--- src/rtl/ifu_fetch_ctrl_if.sv ---
// Fetch-controller bundle: instruction-memory request/ack, decode handoff,
// redirect input and the sticky alignment-error flag.
// "master" is the fetch controller side; "slave" is the memory/decode environment.
interface ifu_fetch_ctrl_if;
    logic        imem_req;
    logic [31:0] imem_addr;
    logic        imem_ack;
    logic [31:0] imem_rdata;
    logic [31:0] instr;
    logic [31:0] instr_pc;
    logic        instr_valid;
    logic        instr_ready;
    logic        redirect_valid;
    logic [31:0] redirect_pc;
    logic        addr_err;

    modport master (
        output imem_req,
        output imem_addr,
        input  imem_ack,
        input  imem_rdata,
        output instr,
        output instr_pc,
        output instr_valid,
        input  instr_ready,
        input  redirect_valid,
        input  redirect_pc,
        output addr_err
    );

    modport slave (
        input  imem_req,
        input  imem_addr,
        output imem_ack,
        output imem_rdata,
        input  instr,
        input  instr_pc,
        input  instr_valid,
        output instr_ready,
        output redirect_valid,
        output redirect_pc,
        input  addr_err
    );
endinterface

--- src/rtl/ifu_fetch_ctrl.sv ---
// ifu_fetch_ctrl: single-outstanding instruction fetch controller.
// Sequence is IDLE -> REQ (wait for ack) -> VALID (wait for decode) -> REQ ...
// Redirects seen while a request is in flight are parked in a pending
// register and applied when the in-flight word returns (that word is dropped).
// Optional feature macro: IFU_ALIGN_CHECK_EN -- when defined, a misaligned
// redirect target sets a sticky addr_err and parks the FSM in HALT until reset;
// when undefined, target bits [1:0] are forced to zero and addr_err is 0.
module ifu_fetch_ctrl #(
    parameter logic [31:0] RESET_PC = 32'h00003000
) (
    input  logic              clk,
    input  logic              reset,
    ifu_fetch_ctrl_if.master  bus
);

    localparam logic [1:0] S_IDLE  = 2'd0;
    localparam logic [1:0] S_REQ   = 2'd1;
    localparam logic [1:0] S_VALID = 2'd2;
`ifdef IFU_ALIGN_CHECK_EN
    localparam logic [1:0] S_HALT  = 2'd3;
`endif

    logic [1:0]  state_reg, state_next;
    logic [31:0] pc_reg, pc_next;
    logic        pend_valid_reg, pend_valid_next;
    logic [31:0] pend_pc_reg, pend_pc_next;
    logic [31:0] instr_reg, instr_next;
    logic [31:0] instr_pc_reg, instr_pc_next;

    logic [31:0] redir_tgt;     // redirect target after optional alignment forcing
    logic        redir_misal;   // current redirect target is misaligned
    logic        take_pend;     // ack in REQ must be discarded in favour of a target
    logic [31:0] pend_tgt;      // target applied on that discarding ack
    logic        pend_misal;    // that target is misaligned

`ifdef IFU_ALIGN_CHECK_EN
    logic        addr_err_reg, addr_err_next;

    // Targets pass through untouched so misalignment can be detected.
    always_comb begin
        redir_tgt   = bus.redirect_pc;
        redir_misal = |bus.redirect_pc[1:0];
    end
`else
    logic        unused_low_bits;

    // Targets are silently word-aligned; misalignment cannot occur.
    always_comb begin
        redir_tgt   = {bus.redirect_pc[31:2], 2'b00};
        redir_misal = 1'b0;
    end

    assign unused_low_bits = &{1'b0, bus.redirect_pc[1:0]};
`endif

    // Select the target applied when the in-flight word comes back: a redirect
    // arriving on the ack cycle itself overrides an older pending one.
    always_comb begin
        take_pend  = pend_valid_reg | bus.redirect_valid;
        pend_tgt   = bus.redirect_valid ? redir_tgt : pend_pc_reg;
        pend_misal = bus.redirect_valid ? redir_misal : (|pend_pc_reg[1:0]);
    end

    // Next-state and datapath update for each fetch phase.
    always_comb begin
        state_next      = state_reg;
        pc_next         = pc_reg;
        pend_valid_next = pend_valid_reg;
        pend_pc_next    = pend_pc_reg;
        instr_next      = instr_reg;
        instr_pc_next   = instr_pc_reg;
`ifdef IFU_ALIGN_CHECK_EN
        addr_err_next   = addr_err_reg;
`endif
        case (state_reg)
            S_IDLE: begin
                // A redirect here is kept so it is not lost before the first request.
                if (bus.redirect_valid) begin
                    pend_valid_next = 1'b1;
                    pend_pc_next    = redir_tgt;
                end
                state_next = S_REQ;
            end
            S_REQ: begin
                if (bus.imem_ack) begin
                    if (take_pend) begin
                        // Returned word belongs to a stale path: drop it and refetch.
                        pend_valid_next = 1'b0;
`ifdef IFU_ALIGN_CHECK_EN
                        if (pend_misal) begin
                            addr_err_next = 1'b1;
                            state_next    = S_HALT;
                        end else begin
                            pc_next = pend_tgt;
                        end
`else
                        pc_next = pend_tgt;
`endif
                    end else begin
                        instr_next    = bus.imem_rdata;
                        instr_pc_next = pc_reg;
                        state_next    = S_VALID;
                    end
                end else if (bus.redirect_valid) begin
                    // imem_addr must stay put until ack, so only remember the target.
                    pend_valid_next = 1'b1;
                    pend_pc_next    = redir_tgt;
                end
            end
            S_VALID: begin
                if (bus.redirect_valid) begin
                    // Redirect wins over a simultaneous decode accept.
`ifdef IFU_ALIGN_CHECK_EN
                    if (redir_misal) begin
                        addr_err_next = 1'b1;
                        state_next    = S_HALT;
                    end else begin
                        pc_next    = redir_tgt;
                        state_next = S_REQ;
                    end
`else
                    pc_next    = redir_tgt;
                    state_next = S_REQ;
`endif
                end else if (bus.instr_ready) begin
                    pc_next    = pc_reg + 32'd4;
                    state_next = S_REQ;
                end
            end
`ifdef IFU_ALIGN_CHECK_EN
            S_HALT: begin
                state_next = S_HALT;
            end
`endif
            default: begin
                state_next = S_IDLE;
            end
        endcase
    end

    // Register update; reset takes precedence over any in-flight activity.
    always_ff @(posedge clk) begin
        if (reset) begin
            state_reg      <= S_IDLE;
            pc_reg         <= RESET_PC;
            pend_valid_reg <= 1'b0;
            pend_pc_reg    <= 32'd0;
            instr_reg      <= 32'd0;
            instr_pc_reg   <= 32'd0;
`ifdef IFU_ALIGN_CHECK_EN
            addr_err_reg   <= 1'b0;
`endif
        end else begin
            state_reg      <= state_next;
            pc_reg         <= pc_next;
            pend_valid_reg <= pend_valid_next;
            pend_pc_reg    <= pend_pc_next;
            instr_reg      <= instr_next;
            instr_pc_reg   <= instr_pc_next;
`ifdef IFU_ALIGN_CHECK_EN
            addr_err_reg   <= addr_err_next;
`endif
        end
    end

    // Outputs are decoded from registered state only, so imem_addr is stable
    // for the whole REQ phase.
    assign bus.imem_req    = (state_reg == S_REQ);
    assign bus.imem_addr   = pc_reg;
    assign bus.instr_valid = (state_reg == S_VALID);
    assign bus.instr       = instr_reg;
    assign bus.instr_pc    = instr_pc_reg;
`ifdef IFU_ALIGN_CHECK_EN
    assign bus.addr_err    = addr_err_reg;
`else
    assign bus.addr_err    = 1'b0;
`endif

endmodule
--- src/flat_wrapper.sv ---
// flat-port wrapper written by rule: the top's interface ports become plain ports
module ifu_fetch_ctrl_flat 
#(
    parameter logic [31:0] RESET_PC = 32'h00003000
)
  (clk, reset, bus_imem_req, bus_imem_addr, bus_imem_ack, bus_imem_rdata, bus_instr, bus_instr_pc, bus_instr_valid, bus_instr_ready, bus_redirect_valid, bus_redirect_pc, bus_addr_err);
  ifu_fetch_ctrl_if bus_i ();
  input  logic clk;
  input  logic reset;
  output wire logic [$bits(bus_i.imem_req)-1:0] bus_imem_req;
  output wire logic [$bits(bus_i.imem_addr)-1:0] bus_imem_addr;
  input wire logic [$bits(bus_i.imem_ack)-1:0] bus_imem_ack;
  input wire logic [$bits(bus_i.imem_rdata)-1:0] bus_imem_rdata;
  output wire logic [$bits(bus_i.instr)-1:0] bus_instr;
  output wire logic [$bits(bus_i.instr_pc)-1:0] bus_instr_pc;
  output wire logic [$bits(bus_i.instr_valid)-1:0] bus_instr_valid;
  input wire logic [$bits(bus_i.instr_ready)-1:0] bus_instr_ready;
  input wire logic [$bits(bus_i.redirect_valid)-1:0] bus_redirect_valid;
  input wire logic [$bits(bus_i.redirect_pc)-1:0] bus_redirect_pc;
  output wire logic [$bits(bus_i.addr_err)-1:0] bus_addr_err;
  assign bus_imem_req = bus_i.imem_req;
  assign bus_imem_addr = bus_i.imem_addr;
  assign bus_i.imem_ack = bus_imem_ack;
  assign bus_i.imem_rdata = bus_imem_rdata;
  assign bus_instr = bus_i.instr;
  assign bus_instr_pc = bus_i.instr_pc;
  assign bus_instr_valid = bus_i.instr_valid;
  assign bus_i.instr_ready = bus_instr_ready;
  assign bus_i.redirect_valid = bus_redirect_valid;
  assign bus_i.redirect_pc = bus_redirect_pc;
  assign bus_addr_err = bus_i.addr_err;
  ifu_fetch_ctrl #(.RESET_PC(RESET_PC)) u_core (.clk(clk), .reset(reset), .bus(bus_i));
endmodule
--- config.mk ---
export PLATFORM = sky130hd
export DESIGN_NAME = ifu_fetch_ctrl_flat
export DESIGN_NICKNAME = d
export VERILOG_FILES = /design/src/rtl/ifu_fetch_ctrl_if.sv /design/src/rtl/ifu_fetch_ctrl.sv /design/src/flat_wrapper.sv
export SDC_FILE = /design/constraint.sdc
export NUM_CORES = 1
export LEC_CHECK = 0
export ABC_AREA = 0
export CORE_UTILIZATION = 45
export DETAILED_ROUTE_END_ITERATION = 10
export PLACE_DENSITY = 0.78
export SLEW_MARGIN = 25
export SYNTH_ARGS = -nofsm -noshare
export SYNTH_HDL_FRONTEND = slang
export SYNTH_SLANG_ARGS = --single-unit
--- constraint.sdc ---
create_clock -name clk -period 2.3 [get_ports clk]
set_clock_uncertainty 0.05 [all_clocks]
set_input_delay 0.69 -clock clk [delete_from_list [all_inputs] [get_ports clk]]
set_output_delay 0.69 -clock clk [all_outputs]
set_load 0.02 [all_outputs]
### Yosys cells after proc, flatten, opt, wreduce, memory -nomap -nowiden

Index checks and enable logic that the tools add are counted.
Widths: inputs -> output; s select.

* equality and inequality tests: 8
* mux-type cells: 17
* reduce and logical (&&, ||, !) cells: 8
* add/subtract/negate cells: 1
* bitwise operators: 2

Operators by type and width (count)
* $mux 32: 6
* $pmux 32 s2: 2
* $add 32x3->32 const B: 1
* $mux 2: 4
* $pmux 2 s3: 1
* $reduce_and 3->1: 2
* $ne 2x1->1 const B: 2
* $ne 2x2->1 const B: 2
* $reduce_and 2->1: 2
* $reduce_and 4->1: 1
* $reduce_bool 2->1: 2
* $mux 1: 3
* $ne 3x1->1 const B: 1
* $ne 3x2->1 const B: 1
* $eq 2x1->1 const B: 1
* $eq 2x2->1 const B: 1
* $logic_not 2->1: 1
* $pmux 1 s2: 1
* $not 1->1: 1
* $or 1x1->1: 1

* output and inout bits: 99
* register bits after elaboration: 131

### Logic depth before layout (Yosys ltp)

Gate-level depths: netlist (run 1).

* depth after elaboration: 4
* mapped depth: 8
* mapped depth without buffers: 6

### Worst setup path before layout (run 1)

OpenSTA, ideal clock, no wires.

* path type: input to register
* from: in bus_redirect_valid
* to: reg u_core.pc_reg[31], in the netlist u_core.bus.imem_addr[31]
* arrival time: 1924 ps
* required time: 2176 ps
* library setup time: 74 ps
* buffers on the path: 2
* cell stages on the path: 5
* path slack: 252 ps
* cells stage by stage: buf_2 > or3b_1 > buf_2 > or4_1 > a31oi_1

* longest elaborated chain between the ends: 4
* elaborated cells between the ends (all ways): 9
* classes of those cells: eq/ne: 2; mux: 5; bitwise: 1; reduce/logical: 1

RTL lines
* start: declaration: line flat_wrapper.sv:18 `input wire logic [$bits(bus_i.redirect_valid)-1:0] bus_redirect_valid;`
* $mux 32: line ifu_fetch_ctrl.sv:60 `pend_tgt = bus.redirect_valid ? redir_tgt : pend_pc_reg;`
* $mux 32: line ifu_fetch_ctrl.sv:86 `if (take_pend) begin`
* $mux 32: line ifu_fetch_ctrl.sv:85 `if (bus.imem_ack) begin`
* $pmux 32 s2: line ifu_fetch_ctrl.sv:75 `case (state_reg)`
* end signal: assignment: line ifu_fetch_ctrl.sv:155 `pc_reg <= pc_next;`
* end: declaration: line ifu_fetch_ctrl.sv:24 `logic [31:0] pc_reg, pc_next;`

Parallel ways exist; a longest one is shown, timed or not. The select of a mux whose other input is x is not followed.
A chain may end at the register's enable or synchronous reset.

### Worst setup path in the final report (run 1)

* from: reg u_core.pc_reg[24], in the netlist u_core.bus.imem_addr[24]
* to: out bus_imem_addr[24]

RTL lines
* end: declaration: line flat_wrapper.sv:11 `output wire logic [$bits(bus_i.imem_addr)-1:0] bus_imem_addr;`

No word-level cell between the ends.

==> results_dict.tcl, run 1 <==
set metrics [dict create \
    syn_area_per_cell_sq_um 7.45 \
    htreeDepth 4 \
    root_buffer "clkbuf_16" \
    routabilityCongestion 0.927 \
    worst_setup_path_end_kind "output pin" \
    crit_buf_inv 1 \
    grt_pass1_vias 5539 \
    grt_max_degree 90 \
    drive_gt1_frac 0.104 \
    drv_cap 0 \
    ys_ff_latch 131 \
    worstPathArrival_ns 1.53 \
    yosys-top-cells-area "dfxtp_1 46%, nand2_1 16%, a21oi_1 11%" \
    core.rowCount 40 \
    status "finished clean" \
    worst_path_largest_cell_delay_ns 0.65 \
    synth_top_area_frac 0.455 \
    grt_first_pass_wirelength_um 28000 \
    clk_pin_slew_ns 0.06 \
    nFillCells 1017 \
    clock-sinks 131 \
    final_util 0.689 \
    yosys.area_share.simple 0.260 \
    crit_chain "clkdlybuf4s50_1" \
    hold_path_class "reg -> reg" \
    cts_buffers 17 \
    yosysUniqueCellTypes 61 \
    post_drt_via_cell_ratio 5.44 \
    fmax_ghz 0.441 \
    synth_async_sr_flop_share 0 \
    start_util 0.470 \
    synth_mux_area_frac 0.00174 \
    drtAntennaViolNets 0 \
    path_class "reg -> out" \
    diodes 0 \
    synth_top_family_by_area "simple AND/OR/NAND/NOR gates" \
    syn_inst 773 \
    cts_setup_buffers 0 \
    dominantRegCellSynth "dfxtp_1" \
    synth_nets 843 \
    synth_compound_area_frac 0.224 \
    syn-cell-area_sq_um 5760 \
    antenna_found_initial 0 \
    fin_crit_sh 0.986 \
    power_density_nw_per_um2 694 \
    dp.final_hpwl_um 11800 \
    route.detailed.drc 0 \
    synthAdderAreaFrac 0.00217 \
    port-buffer-count 164 \
    rsz0062_at_grt "no" \
    die_y_um 115 \
    finalNetCount 1017 \
    drv_slew 0 \
    synth_edf_count 0 \
    wire_per_inst_um 15.5 \
    synth.largest_area_cell "dfxtp_1" \
    min_period_ns 2.27 \
    die-width_um 115 \
    synth_most_common_cell "nand2_1" \
    dr.pass1.iters 5 \
    finalWirelength_um 17500 \
    finalHoldViolations 0 \
    grt-ovfl-total 0 \
    synth-warning-count 0 \
    clk_latency_ns 0.42 \
    setup_violations 0 \
    ys_seq_area_frac 0.455 \
    crit_slowest_cell "clkdlybuf4s50_1" \
    fin_hold_ws_ns 0.392 \
    synth_xor_area_frac 0 \
    crit_required_ns 1.56 \
    p_leak_uw 0.00317 \
    cts.path.max_buffers 2 \
    drtIter0Drc 636 \
    track_usage 0.270 \
    ir_drop_mv 0.667 \
    dieArea_sq_um 13300 \
    startpoint_type "flop" \
    core_area_sq_um 12300 \
    via_count 6132 \
    ys_top_cells_by_count "245 x nand2_1, 131 x dfxtp_1, 125 x a21oi_1" \
    cts_tree "built" \
    crit_family "buffers and inverters" \
    area_growth_pct 46.7 \
    worstPathMaxFanout 6 \
    ios 168 \
]
-- area by class of cell --
class,count,area [sq um],share of cell area
sequential,131,2620,0.311
timing repair buffer,217,2130,0.252
clock inverter,10,130,0.0154
tap,168,210,0.0249
inverter,14,52.6,0.00622
clock buffer,22,474,0.0561
multi-input combinational,566,2820,0.334
-- power breakdown --
group / switching [uW] / internal (uW) / leakage [uW]
clock network: 988 / 1780 / 0.000296
logic: 354 / 324 / 0.00181
registers: 71.0 / 2350 / 0.00106
total: 1410 / 4450 / 0.00317
-- final timing paths --
kind / endpoint / slack, ns / from / cells past startpoint
worst max-delay path: bus_imem_addr[24] / 0.03 / u_core.bus.imem_addr[24] / 1
worst max register to register: u_core.bus.imem_addr[31] / 0.23 / u_core.bus.imem_addr[13] / 5
worst min-delay path: u_core.pend_pc_reg[0] / 0.39 / u_core.pend_pc_reg[0] / 2
worst min register to register: u_core.pend_pc_reg[0] / 0.39 / u_core.pend_pc_reg[0] / 2
-- cells by family (layout without fill, tap and decap cells) --
family / after synthesis / count (layout)
and+or+nand+nor: 341 / 341
AOI/OAI and AO/OA: 222 / 222
DFF: 131 / 131
buffers and inverters: 76 / 263
adders and majority gates: 1 / 1
other: 1 / 1
muxes: 1 / 1
-- repair_timing --
action | 4_1_cts | 5_1_grt
resized for setup | 11 | 8
endpoints found under the setup margin | 11 | 8
hold buffers | 0 | 0
-- layout by cell type, fill, tap and decap left out, types with 5 or more instances in the layout --
| cell | Yosys | layout |
|---|---|---|
| buf_4 | 4 | 47 |
| nor2_1 | 25 | 25 |
| nand3_1 | 12 | 12 |
| dlygate4sd2_1 | 0 | 10 |
| dlymetal6s2s_1 | 0 | 8 |
| buf_12 | 0 | 7 |
| nor3_1 | 14 | 13 |
| and3_1 | 5 | 5 |
| clkinv_2 | 0 | 5 |
| clkdlybuf4s50_1 | 0 | 145 |
| inv_1 | 13 | 13 |
| o21ai_0 | 42 | 42 |
| a21oi_1 | 125 | 125 |
| dfxtp_1 | 131 | 130 |
| nand4_1 | 7 | 7 |
| a31oi_1 | 8 | 8 |
| clkbuf_16 | 0 | 17 |
| nand2_1 | 245 | 245 |
| o32ai_1 | 8 | 8 |
-- stage by stage --
stage	TNS (ns)	setup slack [ns]	total power [uW]	instances	area (sq um)
final	0	0.0313	5870	1128	8450
after global routing	0	0.00157	6060	1128	8450
after global placement	-10.37	-0.238	3140	1096	7830
after CTS	0	0.00698	5890	1128	8430
after detailed placement	-16.03	-0.286	3150	1096	7830
after floorplan	0	0.252	2780	773	5760
-- metal layers --
metal,global-route usage,share of wire,vias to the layer above
met3,0.0738,0.088,27
met2,0.431,0.47,300
met1,0.353,0.43,2803
met5,0,0,-
li1,-,-,3002
met4,0.0918,0.016,0
No activity file was read; power rests on OpenSTA's default activity.
==> run 2: changes to the inputs <==
clock period = 2.1 ns   (was 2.3 ns; I/O delays follow)
==> results_dict.tcl, run 2 (synthesis results as in run 1) <==
set metrics [dict create \
    worst_setup_path_end_kind "output pin" \
    wire_per_inst_um 15.4 \
    place_area_sq_um 7960 \
    grt-ovfl-total 0 \
    final_util 0.704 \
    route.detailed.drc 0 \
    dr.pass1.iters 5 \
    crit_buf_inv 1 \
    ctsHoldBuffers 0 \
    worst_slew_pin_slew_ns 0.558 \
    slew_headroom 0.628 \
    core_area_sq_um 12300 \
    layout_commonest_cell "nand2_1" \
    grt_max_degree 54 \
    clk_latency_ns 0.41 \
    area_growth_pct 49.9 \
    drtIter0Drc 685 \
    fin_crit_sh 0.973 \
    nFillCells 997 \
    stdcell_area_sq_um 8630 \
    p_leak_uw 0.00334 \
    drv_cap 0 \
    ios 168 \
    htreeDepth 4 \
    finalNetCount 1033 \
    crit_family "buffers and inverters" \
    path_class "reg -> out" \
    start_util 0.470 \
    rsz0062_at_grt "no" \
    diodes 0 \
    post_drt_via_cell_ratio 5.38 \
    drv_slew 0 \
    clock-sinks 131 \
    fin_hold_ws_ns 0.392 \
    power_density_nw_per_um2 753 \
    dieArea_sq_um 13300 \
    via_count 6150 \
    min_period_ns 2.04 \
    crit_required_ns 1.42 \
    die_y_um 115 \
    clk_pin_slew_ns 0.05 \
    cts_tree "built" \
    status "finished clean" \
    fmax_ghz 0.489 \
    crit_slowest_cell "clkdlybuf4s50_1" \
    root_buffer "clkbuf_16" \
    drtAntennaViolNets 0 \
    multi_input_area_sq_um 2850 \
    dp.final_hpwl_um 11900 \
    antenna_found_initial 0 \
    core.rowCount 40 \
    die-width_um 115 \
    mostFrequentLayoutCells "245 x nand2_1, 131 x dfxtp_1, 126 x clkdlybuf4s50_1" \
    worstPathArrival_ns 1.36 \
    cts.path.max_buffers 2 \
    setup_violations 0 \
    finalHoldViolations 0 \
    ir_drop_mv 0.453 \
    grt_pass1_vias 5451 \
    ff_latch_area_sq_um 2620 \
    hold_path_class "reg -> reg" \
    crit_chain "clkdlybuf4s50_1" \
    cts_buffers 17 \
    startpoint_type "flop" \
    routabilityCongestion 0.923 \
    worst_path_largest_cell_delay_ns 0.63 \
    grt_first_pass_wirelength_um 27200 \
    drive_gt1_frac 0.124 \
    track_usage 0.263 \
    port-buffer-count 164 \
    worstPathMaxFanout 2 \
    finalWirelength_um 17600 \
]
run 2: cell types whose count changed in the layout (fill, tap and decap cells not counted), sizes merged:
cell           previous run  this run
clkdlybuf4s50           145       126
dlygate4sd2              10        29
buf                      54        70
clkbuf                   22        24
dlymetal6s2s              8         6
clkdlybuf4s15             0         1
clkinv                    6         5
run 2: path summary, 6_finish.rpt:
path	cells after the start	from	to	slack [ns]
min	2	u_core.pend_pc_reg[0]	u_core.pend_pc_reg[0]	0.39
max	1	u_core.bus.instr_pc[13]	bus_instr_pc[13]	0.06
max reg2reg	6	u_core.bus.imem_addr[12]	u_core.bus.imem_addr[15]	0.15
min reg2reg	2	u_core.pend_pc_reg[0]	u_core.pend_pc_reg[0]	0.39
run 2: where the power goes:
part | internal (uW) | switching (uW) | total (uW)
Sequential | 2570 | 73.0 | 2650
Clock | 2020 | 1060 | 3080
Combinational | 376 | 405 | 781
Total | 4970 | 1540 | 6500
run 2: what timing repair did:
| action | CTS | global route |
|---|---|---|
| pin swaps | 0 | 1 |
| setup endpoints to repair | 31 | 48 |
| cloned | 0 | 2 |
| buffers inserted | 0 | 2 |
| resized for setup | 33 | 17 |
run 2: through the flow:
step           total power (uW)  TNS [ns]  setup WS (ns)  std cells
2_1_floorplan              3050         0          0.112        773
3_5_place_dp               3470    -30.46         -0.352       1108
4_1_cts                    6510         0         0.0101       1140
6_report                   6500         0         0.0564       1144
3_3_place_gp               3460    -28.57         -0.320       1108
5_1_grt                    6730         0        0.00520       1144
run 2: cell type report:
cell class,instances,area share
Timing Repair Buffer,233,0.264
Clock buffer,23,0.0577
Multi-Input combinational cell,566,0.330
Clock inverter,9,0.0145
Inverter,14,0.00609
Sequential cell,131,0.304
Tap cell,168,0.0243
run 2: routing by layer:
metal	vias to the layer above	global-route usage	wire, um
met5	-	0	0
met2	288	0.420	8070
met1	2788	0.343	7770
met3	29	0.0643	1500
li1	3045	-	-
met4	0	0.101	314
==> RTL edit 1, RTL diff (flow settings as in run 2) <==
Take the reset off `instr_reg` and `instr_pc_reg` and load them in a clocked block of their own.
--- a/src/rtl/ifu_fetch_ctrl.sv
+++ b/src/rtl/ifu_fetch_ctrl.sv
@@ -145,8 +145,6 @@
             pc_reg         <= RESET_PC;
             pend_valid_reg <= 1'b0;
             pend_pc_reg    <= 32'd0;
-            instr_reg      <= 32'd0;
-            instr_pc_reg   <= 32'd0;
 `ifdef IFU_ALIGN_CHECK_EN
             addr_err_reg   <= 1'b0;
 `endif
@@ -155,12 +153,15 @@
             pc_reg         <= pc_next;
             pend_valid_reg <= pend_valid_next;
             pend_pc_reg    <= pend_pc_next;
-            instr_reg      <= instr_next;
-            instr_pc_reg   <= instr_pc_next;
 `ifdef IFU_ALIGN_CHECK_EN
             addr_err_reg   <= addr_err_next;
 `endif
         end
+    end
+
+    always_ff @(posedge clk) begin
+        instr_reg    <= instr_next;
+        instr_pc_reg <= instr_pc_next;
     end
 
     // Outputs are decoded from registered state only, so imem_addr is stable
Formal check against the unedited RTL: differs if reset is asserted again (counterexample within 4 cycles, from zero or initial values and one cycle with reset high); with reset held inactive, the same outputs for 4 cycles.
==> RTL edit 1 against run 2 <==
Critical endpoint is now u_core.bus.imem_addr[24]; sequential cell count stayed put; power increased by 2.6%; worst setup slack lost 54 ps; cell area down 2.7%; die area decreased by 3.2%; routed wire length fell by 9.8%; cell count fell by 16%; count of clock-buffer cells in the layout decreased by 4; largest cell class is now registers; first-iteration DRC count fell by 16%; non-clock buffer count decreased by 10; highest routed layer unchanged; area after synthesis is 3.3% lower.
==> RTL edit 1: results (changes against run 2) <==
finish:
  drive_above_1_share_pct: 13.0  # +0.59 points
  fillers: 951  # -4.6%
  layout.nets: 850  # -18%
  antennaDiodeCount: 0  # unchanged
clock_tree:
  cts_buffers: 17  # unchanged
  cts_root_buffer: "clkbuf_16"
  clk_pin_slew_ps: 50  # about the same
  cts_buffer_depth: 2  # unchanged
  clock_latency_ps: 410  # about the same
  htree_levels: 4  # unchanged
grt:
  grt_max_degree: 46  # -15%
  antenna_found_initial: 0  # unchanged
  grt_pass1_wl_um: 24800  # -9.1%
  grt_usage_pct: 24.6  # -1.6 points
  grt_pass1_vias: 4812  # -12%
route:
  routed_wl_um: 15900  # -9.8%
  wl_per_cell_um: 16.6  # +7.4%
  via_per_inst: 5.54  # +3.1%
  first_iter_violations: 576  # -16%
  drt_pass1_iterations: 5  # unchanged
power:
  leakage_uw: 0.00317  # -5.2%
  ir_drop_mv: 0.502  # +11%
placement:
  dpl.hpwl_um: 11300  # -4.7%
  preCtsSetupSlack_ps: -430  # -78.3 ps
  gp_congestion: 0.831  # -9.9%
  place_inst: 927  # -16%
  portBuffers: 164  # unchanged
timing:
  relSlewSlack_pct: 66.9  # +4.1 points
logic_synthesis:
  ys_seq_area_share_pct: 58.6  # +13 points
  ys_warn_count: 0  # unchanged
  synth-async-reset-ratio_pct: 0  # unchanged
  synth_ff_type: "dfxtp_1"
  synth_edf_count: 64  # +64
  synth_cell_types: 54  # -11%
  syn_nets: 650  # -23%
  syn_inst: 580  # -25%
  synthTopCellsByCount: "120 x nand2_1, 67 x dfxtp_1, 64 x edfxtp_1, 63 x a21oi_1, 43 x o21ai_0"
  synth_area_leaders: "edfxtp_1 34%, dfxtp_1 24%, nand2_1 8.1%"
critical_path:
  cp_max_fo: 9  # +7
  crit_arrival_ps: 2340  # +980 ps
outcome:
  outcome: "finished clean"
min_path:
  hold_path_class: "reg2reg"
RTL edit 1: changes by cell type after synthesis, sizes merged, moves of 5 or more:
cell    change
nand2     -125
a211oi      +5
buf        -16
edfxtp     +64
a21oi      -62
dfxtp      -64
o32ai       -7
nor2        -5
RTL edit 1: power breakdown:
part | total, µW | switching (µW) | internal (µW)
Combinational | 739 | 389 | 350
Sequential | 2850 | 64.7 | 2780
Clock | 3090 | 1100 | 1990
Total | 6670 | 1550 | 5120
RTL edit 1: per-layer routing:
metal	global-route usage (%)	vias to the layer above	wire length (µm)
met5	0	-	0
met4	7.72	0	154
met3	4.98	14	1210
met2	40.2	289	7590
met1	33.0	2512	6970
li1	-	2510	-
RTL edit 1: critical path, cell delays in order, from the launching register on:
cell and delay, ps:
dfxtp_1 480, nand4_1 270, or3_1 420, nor4b_1 430, mux2i_1 250, nand2_1 70
RTL edit 1: final timing paths:
path                           startpoint                       end  slack (ps)  cells past startpoint
setup / recovery  u_core.bus.imem_addr[9]  u_core.bus.imem_addr[24]           2                      5
hold / removal      u_core.pend_pc_reg[1]     u_core.pend_pc_reg[1]         400                      2
setup reg to reg  u_core.bus.imem_addr[9]  u_core.bus.imem_addr[24]           2                      5
hold reg to reg     u_core.pend_pc_reg[1]     u_core.pend_pc_reg[1]         400                      2
RTL edit 1: layout make-up:
| type | count | share of cell area [%] |
|---|---|---|
| Clock buffer | 19 | 5.15 |
| Clock inverter | 13 | 2.17 |
| Inverter | 12 | 0.536 |
| Multi-Input combinational cell | 395 | 25.3 |
| Sequential cell | 131 | 38.9 |
| Tap cell | 168 | 2.50 |
| Timing Repair Buffer | 223 | 25.4 |
RTL edit 1: kinds of logic after synthesis:
kind of cell,after synthesis,share of synthesized area (%)
other,1,0.0673
AND/OR/NAND/NOR,230,19.7
flip-flops,131,58.6
adder cells (fa/ha/maj),1,0.225
multiplexers,5,0.921
AO/OA/AOI/OAI,158,16.7
buffers and inverters,54,3.80
RTL edit 1: repair_timing:
action,in CTS,in global routing
resized for setup,27,11
endpoints found under the setup margin,28,10
buffers inserted,0,2
pin swaps,1,3
RTL edit 1: stage by stage:
step	util [%]	power, µW	setup TNS (ps)	instance area (µm²)	hold slack [ps]
floorplan	-	3230	-99280	5610	368
global placement	64.5	3620	-5070	7780	377
detailed placement	64.5	3640	-7810	7780	388
CTS	69.4	6710	0	8370	398
global route	69.6	6900	-1.20	8400	420
finish	69.6	6670	0	8400	398
==> RTL edit 2, RTL diff (config.mk and constraints of run 2) <==
Made on the original files. The option `IFU_ALIGN_CHECK_EN` is turned on by a define.
--- a/src/rtl/ifu_fetch_ctrl.sv
+++ b/src/rtl/ifu_fetch_ctrl.sv
@@ -5,6 +5,8 @@
 // Optional feature macro: IFU_ALIGN_CHECK_EN -- when defined, a misaligned
 // redirect target sets a sticky addr_err and parks the FSM in HALT until reset;
 // when undefined, target bits [1:0] are forced to zero and addr_err is 0.
+`define IFU_ALIGN_CHECK_EN
+
 module ifu_fetch_ctrl #(
     parameter logic [31:0] RESET_PC = 32'h00003000
 ) (
Formal check against the unedited RTL: not equivalent (a bounded check fails within 4 cycles, from zero or initial values and one cycle with reset high).
==> RTL edit 2 against run 2 <==
Count of clock-buffer cells in the layout is 2 higher; worst setup slack worse by 21 ps; clock power down 2%; worst hold slack improved by 8.1 ps; synthesized cell count rose by 0.52%; fmax down 1.0%; power about the same; routed wire length up 5.5%; area after synthesis rose by 1.6%; sequential cell count grew 1; combinational power up 5.0%; cell area is 3.2% higher; core utilization down 0.11 points.
==> RTL edit 2: results (changes against run 2) <==
grt:
  use_met2_pct: 43.5  # +1.5 points
  grt_max_degree: 45  # -17%
  grt_pass1_vias: 5831  # +7.0%
  grt_pass1_wl_um: 29300  # +7.5%
  antenna_found_initial: 1  # +1
  grt_usage_pct: 28.4  # +2.1 points
critical_path:
  r2r_cells: 5  # -1
  reg2reg_setup_slack_ps: 100  # -50 ps
  crit_end: "bus_instr[28]"
  r2r_start: "u_core.bus.imem_addr[3]"
  r2r_end: "u_core.bus.imem_addr[29]"
logic_synthesis:
  syn_nets: 847  # +0.47%
  synth_compound_gate_area_share_pct: 22.4  # +0.026 points
  synth-adder-area-share_pct: 0.214  # -0.0035 points
  synth_xor_area_share_pct: 0.150  # +0.15 points
  synth_ff_type: "dfxtp_1"
  synthMuxAreaShare_pct: 0.684  # +0.51 points
  synth_cell_types: 65  # +6.6%
  ys_seq_area_share_pct: 45.1  # -0.39 points
  synth_area_leaders: "dfxtp_1 45%, nand2_1 15%, a21oi_1 11%"
  syn_inst: 777  # +0.52%
timing:
  fmax_mhz: 484  # -1.0%
  holdWs_ps: 400  # +8.13 ps
  relSlewSlack_pct: 66.3  # +3.5 points
route:
  wl_met2_um: 8440  # +4.6%
  first_iter_violations: 659  # -3.8%
  via_per_inst: 5.48  # +1.9%
  met1_length_um: 7910  # +1.8%
  wl_met3_um: 1890  # +26%
  wl_per_cell_um: 15.9  # +2.9%
placement:
  gp_congestion: 0.952  # +3.1%
  place_inst: 1137  # +2.6%
  portBuffers: 167  # +1.8%
  preCtsSetupSlack_ps: -547  # -195 ps
finish:
  drive_above_1_share_pct: 16.2  # +3.8 points
  fillers: 1018  # +2.1%
outcome:
  outcome: "finished clean"
power:
  ir_drop_mv: 0.496  # +9.5%
  leakage_uw: 0.00345  # +3.1%
min_path:
  holdPathEnd: "u_core.bus.instr[21]"
  worstHoldStart: "u_core.bus.instr[21]"
clock_tree:
  post_cts_buffers: 1  # +1
  clock_latency_ps: 430  # +20 ps
## RTL edit 2: cell types whose count changed after synthesis, moves of 8 or more
| cell | before | now |
|---|---|---|
| clkbuf_1 | 37 | 46 |
| o211ai_1 | 1 | 13 |
| nand2_1 | 245 | 235 |
| buf_2 | 15 | 4 |
| o32ai_1 | 8 | 0 |
## RTL edit 2: cell type report
cell class	instances	area, µm²	share of cell area (%)
multi-input combinational	574	3000	33.7
sequential	132	2670	30.0
timing repair buffer	252	2370	26.6
clock buffer	25	515	5.79
tap	172	215	2.42
clock inverter	7	93.8	1.05
inverter	10	38.8	0.435
antenna	1	2.50	0.0281
## RTL edit 2: power by group
part	total [µW]	switching (µW)	internal, µW
clock network	3020	1090	1930
logic	820	442	378
registers	2660	68.3	2600
## RTL edit 2: logic make-up after synthesis
family | Yosys count
xor gates and xnor gates | 1
muxes | 4
adders and majority gates | 1
buffers and inverters | 71
and+or+nand+nor | 344
DFF | 132
AOI/OAI and AO/OA | 224
